===== src/rtl/row_cache_pkg.sv =====
// Shared types and default latencies for the fully-associative DRAM row cache.
package row_cache_pkg;

  typedef enum logic [1:0] {
    IDLE      = 2'd0,
    WRITEBACK = 2'd1,
    FILL      = 2'd2,
    FLUSH     = 2'd3
  } state_t;

  localparam int DEF_CHWIDTH     = 5;
  localparam int DEF_ADDRWIDTH   = 17;
  localparam int DEF_WB_CYCLES   = 2;
  localparam int DEF_FILL_CYCLES = 2;

  // Shared down-counter / flush-scan counter width.
  localparam int CNTW = 16;

  // Terminal count for an operation lasting n cycles (counter runs n-1 .. 0).
  function automatic logic [CNTW-1:0] last_cnt(input int n);
    return (n > 1) ? CNTW'(n - 1) : '0;
  endfunction

endpackage


===== src/rtl/row_cache_lookup.sv =====
// Combinational tag CAM for the row cache: hit detection plus victim choice
// (lowest-index invalid slot, else the round-robin replacement pointer).
module row_cache_lookup
  import row_cache_pkg::*;
#(
  parameter int CHWIDTH   = DEF_CHWIDTH,
  parameter int ADDRWIDTH = DEF_ADDRWIDTH
) (
  input  logic [(1<<CHWIDTH)-1:0][ADDRWIDTH+1:0] ents,
  input  logic [ADDRWIDTH-1:0]                   RowId,
  input  logic [CHWIDTH-1:0]                     ptr,
  output logic                                   hit,
  output logic [CHWIDTH-1:0]                     hit_slot,
  output logic                                   free_found,
  output logic [CHWIDTH-1:0]                     victim
);
  localparam int CHROWS = 1 << CHWIDTH;

  typedef struct packed {
    logic                 valid;
    logic                 dirty;
    logic [ADDRWIDTH-1:0] tag;
  } entry_t;

  logic [CHWIDTH-1:0] free_slot;

  // Scan downward so the lowest matching / free index wins.
  always_comb begin
    entry_t e;
    e          = '0;
    hit        = 1'b0;
    hit_slot   = '0;
    free_found = 1'b0;
    free_slot  = '0;
    for (int i = CHROWS - 1; i >= 0; i--) begin
      e = ents[i];
      if (e.valid && (e.tag == RowId)) begin
        hit      = 1'b1;
        hit_slot = CHWIDTH'(i);
      end
      if (!e.valid) begin
        free_found = 1'b1;
        free_slot  = CHWIDTH'(i);
      end
    end
  end

  assign victim = free_found ? free_slot : ptr;

endmodule


===== src/rtl/row_cache.sv =====
// Fully-associative DRAM row cache with emulated writeback/fill stalls and a
// dirty-line flush. Defining ROW_CACHE_STATS_EN adds hit/miss/writeback counters.
module row_cache
  import row_cache_pkg::*;
#(
  parameter int CHWIDTH     = DEF_CHWIDTH,
  parameter int ADDRWIDTH   = DEF_ADDRWIDTH,
  parameter int WB_CYCLES   = DEF_WB_CYCLES,
  parameter int FILL_CYCLES = DEF_FILL_CYCLES
) (
  input  logic                 clk,
  input  logic                 rst,
  input  logic                 RD,
  input  logic                 WR,
  input  logic [ADDRWIDTH-1:0] RowId,
  input  logic                 sync,
  output logic [CHWIDTH-1:0]   cRowId,
  output logic                 hold
`ifdef ROW_CACHE_STATS_EN
  ,
  output logic [31:0]          hit_cnt,
  output logic [31:0]          miss_cnt,
  output logic [31:0]          wb_cnt
`endif
);
  localparam int              CHROWS     = 1 << CHWIDTH;
  localparam logic [CNTW-1:0] WB_LAST    = last_cnt(WB_CYCLES);
  localparam logic [CNTW-1:0] FILL_LAST  = last_cnt(FILL_CYCLES);
  localparam logic [CNTW-1:0] FLUSH_LAST = CNTW'(CHROWS - 1);

  typedef struct packed {
    logic                 valid;
    logic                 dirty;
    logic [ADDRWIDTH-1:0] tag;
  } entry_t;

  state_t               st, st_nxt;
  logic [CNTW-1:0]      cnt, cnt_nxt;
  logic [CHWIDTH-1:0]   ptr;
  logic [CHWIDTH-1:0]   lat_slot;
  logic                 lat_wr;
  logic [ADDRWIDTH-1:0] lat_tag;
  logic                 sync_pend;
  logic [CHROWS-1:0]    valid;
  logic [CHROWS-1:0]    dirty;
  logic [ADDRWIDTH-1:0] tags [CHROWS];
  entry_t [CHROWS-1:0]  ents;

  logic                 hit, free_found;
  logic [CHWIDTH-1:0]   hit_slot, victim;
  logic                 idle, req, flush_go, acc_hit, acc_miss;
  logic                 victim_dirty, fill_done;

  always_comb begin
    for (int i = 0; i < CHROWS; i++) begin
      ents[i] = '{valid: valid[i], dirty: dirty[i], tag: tags[i]};
    end
  end

  row_cache_lookup #(
    .CHWIDTH   (CHWIDTH),
    .ADDRWIDTH (ADDRWIDTH)
  ) u_lookup (
    .ents       (ents),
    .RowId      (RowId),
    .ptr        (ptr),
    .hit        (hit),
    .hit_slot   (hit_slot),
    .free_found (free_found),
    .victim     (victim)
  );

  // A flush request outranks any request presented in the same IDLE cycle.
  assign idle         = (st == IDLE);
  assign req          = RD | WR;
  assign flush_go     = idle && (sync || sync_pend);
  assign acc_hit      = idle && !flush_go && req && hit;
  assign acc_miss     = idle && !flush_go && req && !hit;
  assign victim_dirty = valid[victim] && dirty[victim];
  assign fill_done    = (st == FILL) && (cnt == '0);

  always_comb begin
    st_nxt  = st;
    cnt_nxt = cnt;
    unique case (st)
      IDLE: begin
        if (flush_go) begin
          st_nxt  = FLUSH;
          cnt_nxt = '0;
        end else if (acc_miss) begin
          if (victim_dirty && (WB_CYCLES > 0)) begin
            st_nxt  = WRITEBACK;
            cnt_nxt = WB_LAST;
          end else begin
            st_nxt  = FILL;
            cnt_nxt = FILL_LAST;
          end
        end
      end
      WRITEBACK: begin
        if (cnt == '0) begin
          st_nxt  = FILL;
          cnt_nxt = FILL_LAST;
        end else begin
          cnt_nxt = cnt - 1'b1;
        end
      end
      FILL: begin
        if (cnt == '0) st_nxt = IDLE;
        else           cnt_nxt = cnt - 1'b1;
      end
      FLUSH: begin
        if (cnt == FLUSH_LAST) st_nxt = IDLE;
        else                   cnt_nxt = cnt + 1'b1;
      end
      default: st_nxt = IDLE;
    endcase
  end

  // Control and cache metadata state.
  always_ff @(posedge clk or negedge rst) begin
    if (!rst) begin
      st        <= IDLE;
      cnt       <= '0;
      ptr       <= '0;
      sync_pend <= 1'b0;
      valid     <= '0;
      dirty     <= '0;
      lat_slot  <= '0;
      lat_wr    <= 1'b0;
      cRowId    <= '0;
      hold      <= 1'b0;
    end else begin
      st   <= st_nxt;
      cnt  <= cnt_nxt;
      hold <= (st_nxt != IDLE);

      if (flush_go)              sync_pend <= 1'b0;
      else if (sync && !idle)    sync_pend <= 1'b1;

      if (acc_hit) begin
        cRowId <= hit_slot;
        if (WR) dirty[hit_slot] <= 1'b1;
      end

      if (acc_miss) begin
        lat_slot <= victim;
        lat_wr   <= WR;
        if (!free_found) ptr <= ptr + 1'b1;
      end

      if (fill_done) begin
        valid[lat_slot] <= 1'b1;
        dirty[lat_slot] <= lat_wr;
        cRowId          <= lat_slot;
      end

      if (st == FLUSH) dirty[cnt[CHWIDTH-1:0]] <= 1'b0;
    end
  end

  // Tag storage carries no reset; valid bits qualify it.
  always_ff @(posedge clk) begin
    if (acc_miss)  lat_tag        <= RowId;
    if (fill_done) tags[lat_slot] <= lat_tag;
  end

`ifdef ROW_CACHE_STATS_EN
  function automatic logic [31:0] sat_inc(input logic [31:0] v);
    return (v == '1) ? v : v + 32'd1;
  endfunction

  always_ff @(posedge clk or negedge rst) begin
    if (!rst) begin
      hit_cnt  <= '0;
      miss_cnt <= '0;
      wb_cnt   <= '0;
    end else begin
      if (acc_hit)                  hit_cnt  <= sat_inc(hit_cnt);
      if (acc_miss)                 miss_cnt <= sat_inc(miss_cnt);
      if (acc_miss && victim_dirty) wb_cnt   <= sat_inc(wb_cnt);
    end
  end
`endif

endmodule


===== config.mk =====
export PLATFORM = sky130hd
export DESIGN_NAME = row_cache
export DESIGN_NICKNAME = d
export VERILOG_FILES = /design/src/rtl/row_cache_pkg.sv /design/src/rtl/row_cache_lookup.sv /design/src/rtl/row_cache.sv
export SDC_FILE = /design/constraint.sdc
export NUM_CORES = 1
export LEC_CHECK = 0
export CORE_UTILIZATION = 60
export CTS_CLUSTER_DIAMETER = 30
export DETAILED_ROUTE_END_ITERATION = 10
export MAX_ROUTING_LAYER = met4
export PLACE_DENSITY = 0.81
export SETUP_SLACK_MARGIN = 0.05
export SYNTH_ARGS = -nofsm -noshare
export SYNTH_HDL_FRONTEND = slang
export SYNTH_SLANG_ARGS = --single-unit

===== constraint.sdc =====
create_clock -name clk -period 4.95 [get_ports clk]
set_input_delay 1.2375 -clock clk [delete_from_list [all_inputs] [get_ports clk]]
set_output_delay 1.2375 -clock clk [all_outputs]
set_load 0.01 [all_outputs]

==> results_dict.tcl, run 1 <==
set metrics [dict create \
    comb_power_share_pct 7.1 \
    crit_type "primary input to flip-flop" \
    seq_area_frac_synth_pct 64.4 \
    power_frac_clock_pct 52.9 \
    worst_margin_slew_ns 1.10 \
    fin_setup_tns_ns 0 \
    setup.reg_to_reg.worst_slack_ns 0.97 \
    synth-main-ff-cell "sky130_fd_sc_hd__edfxtp_1" \
    power.switching_fraction_pct 24.0 \
    clock_skew_ns 0.0431 \
    place_hpwl_mm 55.0 \
    worst_skew_late_latency_ns 0.72 \
    detail-route-antenna-nets 0 \
    postSynth.asyncResetShare_pct 15.1 \
    syn_nets 2188 \
    timing.critical_path.from_type "primary input" \
    power.total_mw 15.8 \
    fill_cell_count 2932 \
    start_util_pct 61.2 \
    worst_setup_path_end_kind "flip-flop" \
    synth-warning-count 0 \
    timing.critical_path.slowest_cell_delay_ns 0.52 \
    worstPathMaxFanout 14 \
    final_max_slew_viol_count 0 \
    route.met3.wl_mm 10.6 \
    finalWorstPathRequiredPeriod_ns 4.18 \
    power_leakage_nw 12.3 \
    cts_setup_buffers 0 \
    total_of_hold_buffers_inserted_after_clock_tree_synthesis 0 \
    worst_ep_arrival_time_ns 4.74 \
    layout_worst_path_cycle_share_pct 84.5 \
    final_design_area_no_fill_mm2 0.0357 \
    syn_avg_cell_area_um2 13.9 \
    number_of_clock_sinks 661 \
    highest_layer "met4" \
    core.rowCount 81 \
    clk_root_buffer_cell "sky130_fd_sc_hd__clkbuf_16" \
    share_seq_of_total_power_pct 40.0 \
    layout-drive-gt1-share_pct 16.4 \
    setup.worst_path.end "dirty[1]$_DFF_PN0_" \
    cellPowerDensity_mw_per_mm2 442 \
    core_area_mm2 0.0492 \
    floorplan.die_area_mm2 0.0510 \
    critical_path.reg2reg.endpoint "st[0]$_DFF_PN0_" \
    met2_routed_wirelength_mm 42.9 \
    totalWireLength_mm 91.6 \
    gp_congestion 0.965 \
    die-width_um 226 \
    antenna-diode-count 0 \
    detail_route.vias_per_cell 6.48 \
    synth_seq_cells 661 \
    ioPinCount 28 \
    setup_repair_after_global_routing_missed_its_margin "false" \
    grt_start_max_net_pins 63 \
    max_transition_margin_pct 26.7 \
    area.growth.synth_to_final_pct 18.8 \
    firstDrtPassIters 6 \
    grt_antenna_before_repair 1 \
    cts.path.max_buffers 3 \
    p_int_mw 12.0 \
    worst-endpoint-required_ns 5.51 \
    place_area_mm2 0.0315 \
    fin_nets 2359 \
    global_route.overflow_total 0 \
    globalRouteTotalUtil_pct 38.2 \
    clk_pin_slew_ns 0.05 \
    tritoncts "built" \
    worst_hold_slack_ns 0.456 \
    finalHoldViolations 0 \
    min-delay-path-class "flip-flop to flip-flop" \
    grt_first_pass_wirelength_mm 133 \
    timing.critical_path.cells "buf_2 -> buf_4 -> xnor2_1 -> nand4_1 -> nor3_1 -> nand4_1 -> a221oi_1 -> o2111ai_1 -> a22oi_1 -> a41oi_1 -> nand2b_1 -> buf_4 -> o21ai_0" \
    ir_worst_vdd_mv 0.379 \
    synth_edf_count 561 \
    io_buffers 27 \
    m1WireLength_mm 33.3 \
    critical_path.reg2reg.startpoint "valid[10]$_DFFE_PN0P_" \
    cts_buffers 130 \
    detailroute.via_count 20100 \
    final_setup_violating_endpoints 0 \
    netlist-cell-type-count 86 \
    max_clock_freq_mhz 239 \
    outcome "finished clean" \
    drt_first_iter_violations 2763 \
    synthesis.area_mm2 0.0301 \
    p_switching_mw 3.79 \
    worst_path_max_delay_cell "sky130_fd_sc_hd__buf_2" \
    htreeDepth 4 \
    syn_inst 2161 \
    drcViolationCount 0 \
    vias_in_the_first_global_route 20300 \
    wl_per_cell_um 29.6 \
    die_y_um 226 \
    postLayoutCoreUtil_pct 72.7 \
    cts_resized 0 \
    crit_start "RowId[10]" \
    drv.max_cap_violation_count 0 \
    reg2reg_depth 10 \
]
-- cells in the final DEF (no fill, tap or decap), types with 32 or more instances in the layout --
cell	count
sky130_fd_sc_hd__nor4_1	44
sky130_fd_sc_hd__nor3_1	45
sky130_fd_sc_hd__clkbuf_16	133
sky130_fd_sc_hd__xnor2_1	386
sky130_fd_sc_hd__edfxtp_1	561
sky130_fd_sc_hd__nand2_1	93
sky130_fd_sc_hd__nand4_1	133
sky130_fd_sc_hd__dfrtp_1	100
sky130_fd_sc_hd__xor2_1	166
sky130_fd_sc_hd__nand3_1	42
sky130_fd_sc_hd__nor2_1	75
sky130_fd_sc_hd__o21ai_0	51
sky130_fd_sc_hd__buf_4	100
sky130_fd_sc_hd__o22ai_1	32
-- layout make-up --
type	instances	area, um^2	area share, %
Tap cell	664	831	2.33
Multi-Input combinational cell	1366	9900	27.7
Inverter	27	101	0.284
Clock inverter	70	693	1.94
Timing Repair Buffer	146	1330	3.71
Sequential cell	661	19300	54.2
Clock buffer	163	3520	9.86
-- power groups by stage --
stage	Clock (mW)	Combinational, mW	Sequential (mW)
after floorplan	0	0.828	6.31
after global placement	0	1.06	6.40
after detailed placement	0	1.08	6.41
after CTS	8.39	1.10	6.31
after global routing	8.65	1.20	6.33
final	8.37	1.12	6.32
-- routing by layer --
layer | track usage [%] | vias to the layer above
li1 | - | 8360
met1 | 47.6 | 9936
met2 | 58.7 | 1437
met3 | 9.43 | 344
met4 | 19.0 | 0
met5 | - | -
-- cell usage after synthesis, drive strengths merged (5+ instances only) --
| library cell | number | area (um^2) |
|---|---|---|
| and2 | 9 | 58.8 |
| and4 | 6 | 52.6 |
| mux2 | 7 | 78.8 |
| xnor2 | 386 | 3380 |
| or2 | 27 | 169 |
| and3 | 14 | 87.6 |
| nor3 | 57 | 305 |
| a31oi | 11 | 75.1 |
| o21ai | 63 | 315 |
| nand2b | 20 | 125 |
| nand4 | 133 | 832 |
| a21oi | 26 | 130 |
| o31ai | 5 | 37.5 |
| nor2 | 76 | 293 |
| xor2 | 166 | 1450 |
| nor4 | 53 | 440 |
| ha | 5 | 62.6 |
| edfxtp | 561 | 16800 |
| o21bai | 6 | 45.0 |
| clkbuf | 28 | 106 |
| a21o | 5 | 37.5 |
| nor2b | 11 | 68.8 |
| nand2 | 95 | 362 |
| dfrtp | 100 | 2500 |
| a22o | 7 | 61.3 |
| or3 | 9 | 61.3 |
| o22ai | 32 | 200 |
| buf | 79 | 666 |
| o2bb2ai | 7 | 61.3 |
| a22oi | 6 | 45.0 |
| inv | 27 | 101 |
| o211ai | 8 | 60.1 |
| nand3 | 43 | 220 |
-- worst max-delay path, delay by kind of cell --
family          cells  cell delay (ns)
buf+inv             3             1.06
xor+xnor            1             0.22
simple gates        4             0.72
compound gates      5             1.47
-- registers in the layout, summed over array words and instances, names as in the netlist, 2 cells and up --
name / flops
lat_slot: 5
lat_tag: 17
cRowId: 5
dirty: 32
tags: 544
ptr: 5
valid: 32
st: 2
cnt: 16
-- logic make-up (layout without fill, tap and decap cells) --
kind of cell,Yosys count,count (layout),share of synthesized area [%]
and+or+nand+nor,567,567,10.6
xor gates and xnor gates,552,552,16.1
muxes,12,12,0.553
buffers and inverters,134,406,2.90
DFF,661,661,64.4
adders and majority gates,5,5,0.208
AOI/OAI and AO/OA,230,230,5.29
-- per-stage QoR --
| step | setup slack (ns) | cells |
|---|---|---|
| 2_1_floorplan | 1.11 | 2161 |
| 3_3_place_gp | 0.193 | 2864 |
| 6_report | 0.767 | 3097 |
| 5_1_grt | 0.575 | 3097 |
| 4_1_cts | 0.867 | 3097 |
| 3_5_place_dp | 0.150 | 2864 |
-- how the worst min path moves through the flow --
stage                                from                      to  slack (ns)  cells after the start
floorplan              ptr[3]$_DFFE_PN0P_      ptr[3]$_DFFE_PN0P_        0.46                      1
global placement    lat_tag[14]$_DFFE_PP_  tags[11][14]$_DFFE_PP_        0.44                      0
detailed placement  lat_tag[14]$_DFFE_PP_  tags[11][14]$_DFFE_PP_        0.44                      0
CTS                 lat_tag[14]$_DFFE_PP_  tags[11][14]$_DFFE_PP_        0.45                      0
global route        lat_tag[14]$_DFFE_PP_  tags[11][14]$_DFFE_PP_        0.46                      0
finish              lat_tag[14]$_DFFE_PP_  tags[11][14]$_DFFE_PP_        0.46                      0
Note: power is estimated with default switching activity, not from simulation.
==> run 2, diff against run 1 <==
clock period = 4 ns   (was 4.95 ns; I/O delays follow)
==> results_dict.tcl, run 2 (synthesis results as in run 1) <==
set metrics [dict create \
    outcome "finished clean" \
    htreeDepth 4 \
    detailroute.via_count 21100 \
    place_worst_setup_slack_ns -0.731 \
    clk_root_buffer_cell "sky130_fd_sc_hd__clkbuf_16" \
    postLayoutCoreUtil_pct 75.3 \
    place_hpwl_mm 61.4 \
    core.rowCount 81 \
    number_of_clock_sinks 661 \
    max_transition_margin_pct 8.96 \
    drcViolationCount 0 \
    die-width_um 226 \
    crit_type "primary input to flip-flop" \
    drt_first_iter_violations 2931 \
    floorplan.die_area_mm2 0.0510 \
    final_max_slew_viol_count 0 \
    drv.max_cap_violation_count 0 \
    top_register "tags" \
    crit_start "RowId[5]" \
    timing.critical_path.from_type "primary input" \
    grt_antenna_before_repair 0 \
    die_y_um 226 \
    power.total_mw 19.7 \
    total_of_hold_buffers_inserted_after_clock_tree_synthesis 0 \
    min-delay-path-class "primary input to async pin" \
    cellPowerDensity_mw_per_mm2 533 \
    final_setup_violating_endpoints 0 \
    wl_per_cell_um 30.2 \
    final_design_area_no_fill_mm2 0.0370 \
    max_clock_freq_mhz 251 \
    multiInputGateArea_mm2 0.00994 \
    layout.cells.most_common "sky130_fd_sc_hd__edfxtp_1" \
    post_layout_nonfiller_instances 3232 \
    area.growth.synth_to_final_pct 23.2 \
    worstPathMaxFanout 13 \
    finalWorstPathRequiredPeriod_ns 3.99 \
    grt_first_pass_wirelength_mm 142 \
    cts_setup_buffers 0 \
    vias_in_the_first_global_route 21400 \
    power_leakage_nw 13.1 \
    place_area_mm2 0.0328 \
    ir_worst_vdd_mv 0.572 \
    globalRouteTotalUtil_pct 40.7 \
    global_route.overflow_total 0 \
    critical_path.reg2reg.startpoint "valid[9]$_DFFE_PN0P_" \
    firstDrtPassIters 7 \
    io_buffers 27 \
    fill_cell_count 2702 \
    detail-route-antenna-nets 0 \
    start_util_pct 61.2 \
    clk_pin_slew_ns 0.04 \
    seqCellArea_mm2 0.0193 \
    layout-drive-gt1-share_pct 20.8 \
    cts.path.max_buffers 3 \
    fin_nets 2493 \
    gp_congestion 0.999 \
    worst_setup_path_end_kind "flip-flop" \
    tritoncts "built" \
    worst-endpoint-required_ns 4.61 \
    largest_reg_flops 544 \
    grt_start_max_net_pins 66 \
    ioPinCount 28 \
    detail_route.vias_per_cell 6.52 \
    worst_margin_slew_ns 1.37 \
    post-place-cells 2998 \
    worst_slack_ns 0.0145 \
    layout_worst_path_cycle_share_pct 99.6 \
    worst_skew_late_latency_ns 0.73 \
    totalWireLength_mm 97.5 \
    clock_skew_ns 0.0433 \
    largestRegisters "tags: 544 flops, dirty: 32 flops, valid: 32 flops" \
    worst_ep_arrival_time_ns 4.59 \
    setup.reg_to_reg.worst_slack_ns 0.37 \
    cts_buffers 130 \
    setup_repair_after_global_routing_missed_its_margin "false" \
    most_frequent_cells_in_the_layout "sky130_fd_sc_hd__edfxtp_1 (561), sky130_fd_sc_hd__xnor2_1 (386), sky130_fd_sc_hd__buf_4 (212)" \
    core_area_mm2 0.0492 \
    finalHoldViolations 0 \
]
-- run 2: cell types whose count changed in the layout (fill, tap and decap cells not counted), sizes merged --
cell and change:
diode +1, bufinv -1, buf +134, clkbuf +1
-- run 2: layout make-up --
class / count / share of cell area (%)
flip-flops and latches: 661 / 52.3
repair buffers: 280 / 7.04
clock buffers: 164 / 9.60
diodes: 1 / 0.00676
multi-input cells: 1366 / 26.8
well taps: 664 / 2.24
clock inverters: 69 / 1.75
inverters: 27 / 0.274
-- run 2: worst max-delay path: stages --
cell,delay [ns]
sky130_fd_sc_hd__buf_2,0.15
sky130_fd_sc_hd__buf_4,0.27
sky130_fd_sc_hd__buf_4,0.37
sky130_fd_sc_hd__xnor2_1,0.12
sky130_fd_sc_hd__nand4_1,0.08
sky130_fd_sc_hd__nor3_1,0.06
sky130_fd_sc_hd__buf_4,0.14
sky130_fd_sc_hd__nand4_1,0.21
sky130_fd_sc_hd__nand4_1,0.24
sky130_fd_sc_hd__nor3_2,0.64
sky130_fd_sc_hd__buf_4,0.23
sky130_fd_sc_hd__nand3_1,0.14
sky130_fd_sc_hd__or4_1,0.69
sky130_fd_sc_hd__o22ai_1,0.21
-- run 2: worst paths after layout --
check	to	cells past startpoint
min reg2reg	cRowId[3]$_DFFE_PN0P_	2
max	dirty[20]$_DFF_PN0_	14
max reg2reg	st[0]$_DFF_PN0_	11
min in group clk	cRowId[3]$_DFFE_PN0P_	2
min	valid[18]$_DFFE_PN0P_	1
max in group asynchronous	valid[0]$_DFFE_PN0P_	2
-- run 2: where the power goes --
group	switching (mW)	total (mW)	leakage, nW	internal, mW
combinational	0.893	1.49	4.72	0.598
clock	3.67	10.4	2.01	6.74
sequential	0.244	7.84	6.32	7.59
-- run 2: timing repair --
item,CTS,global route
pin swaps,0,0
setup endpoints to repair,14,15
resized for setup,4,3
-- run 2: stage by stage --
stage	TNS (ns)	hold slack [ns]
detailed placement	-26.28	0.496
global placement	-21.08	0.475
CTS	0	0.454
global route	0	0.497
finish	0	0.429
floorplan	0	0.464
-- run 2: routing by layer --
metal | GRT usage, % | vias to the layer above | share of wire, %
met1 | 51.0 | 10400 | 36
met2 | 60.8 | 1681 | 46
li1 | - | 8631 | -
met3 | 11.0 | 340 | 13
met4 | 21.4 | 0 | 5.5
met5 | - | - | 0
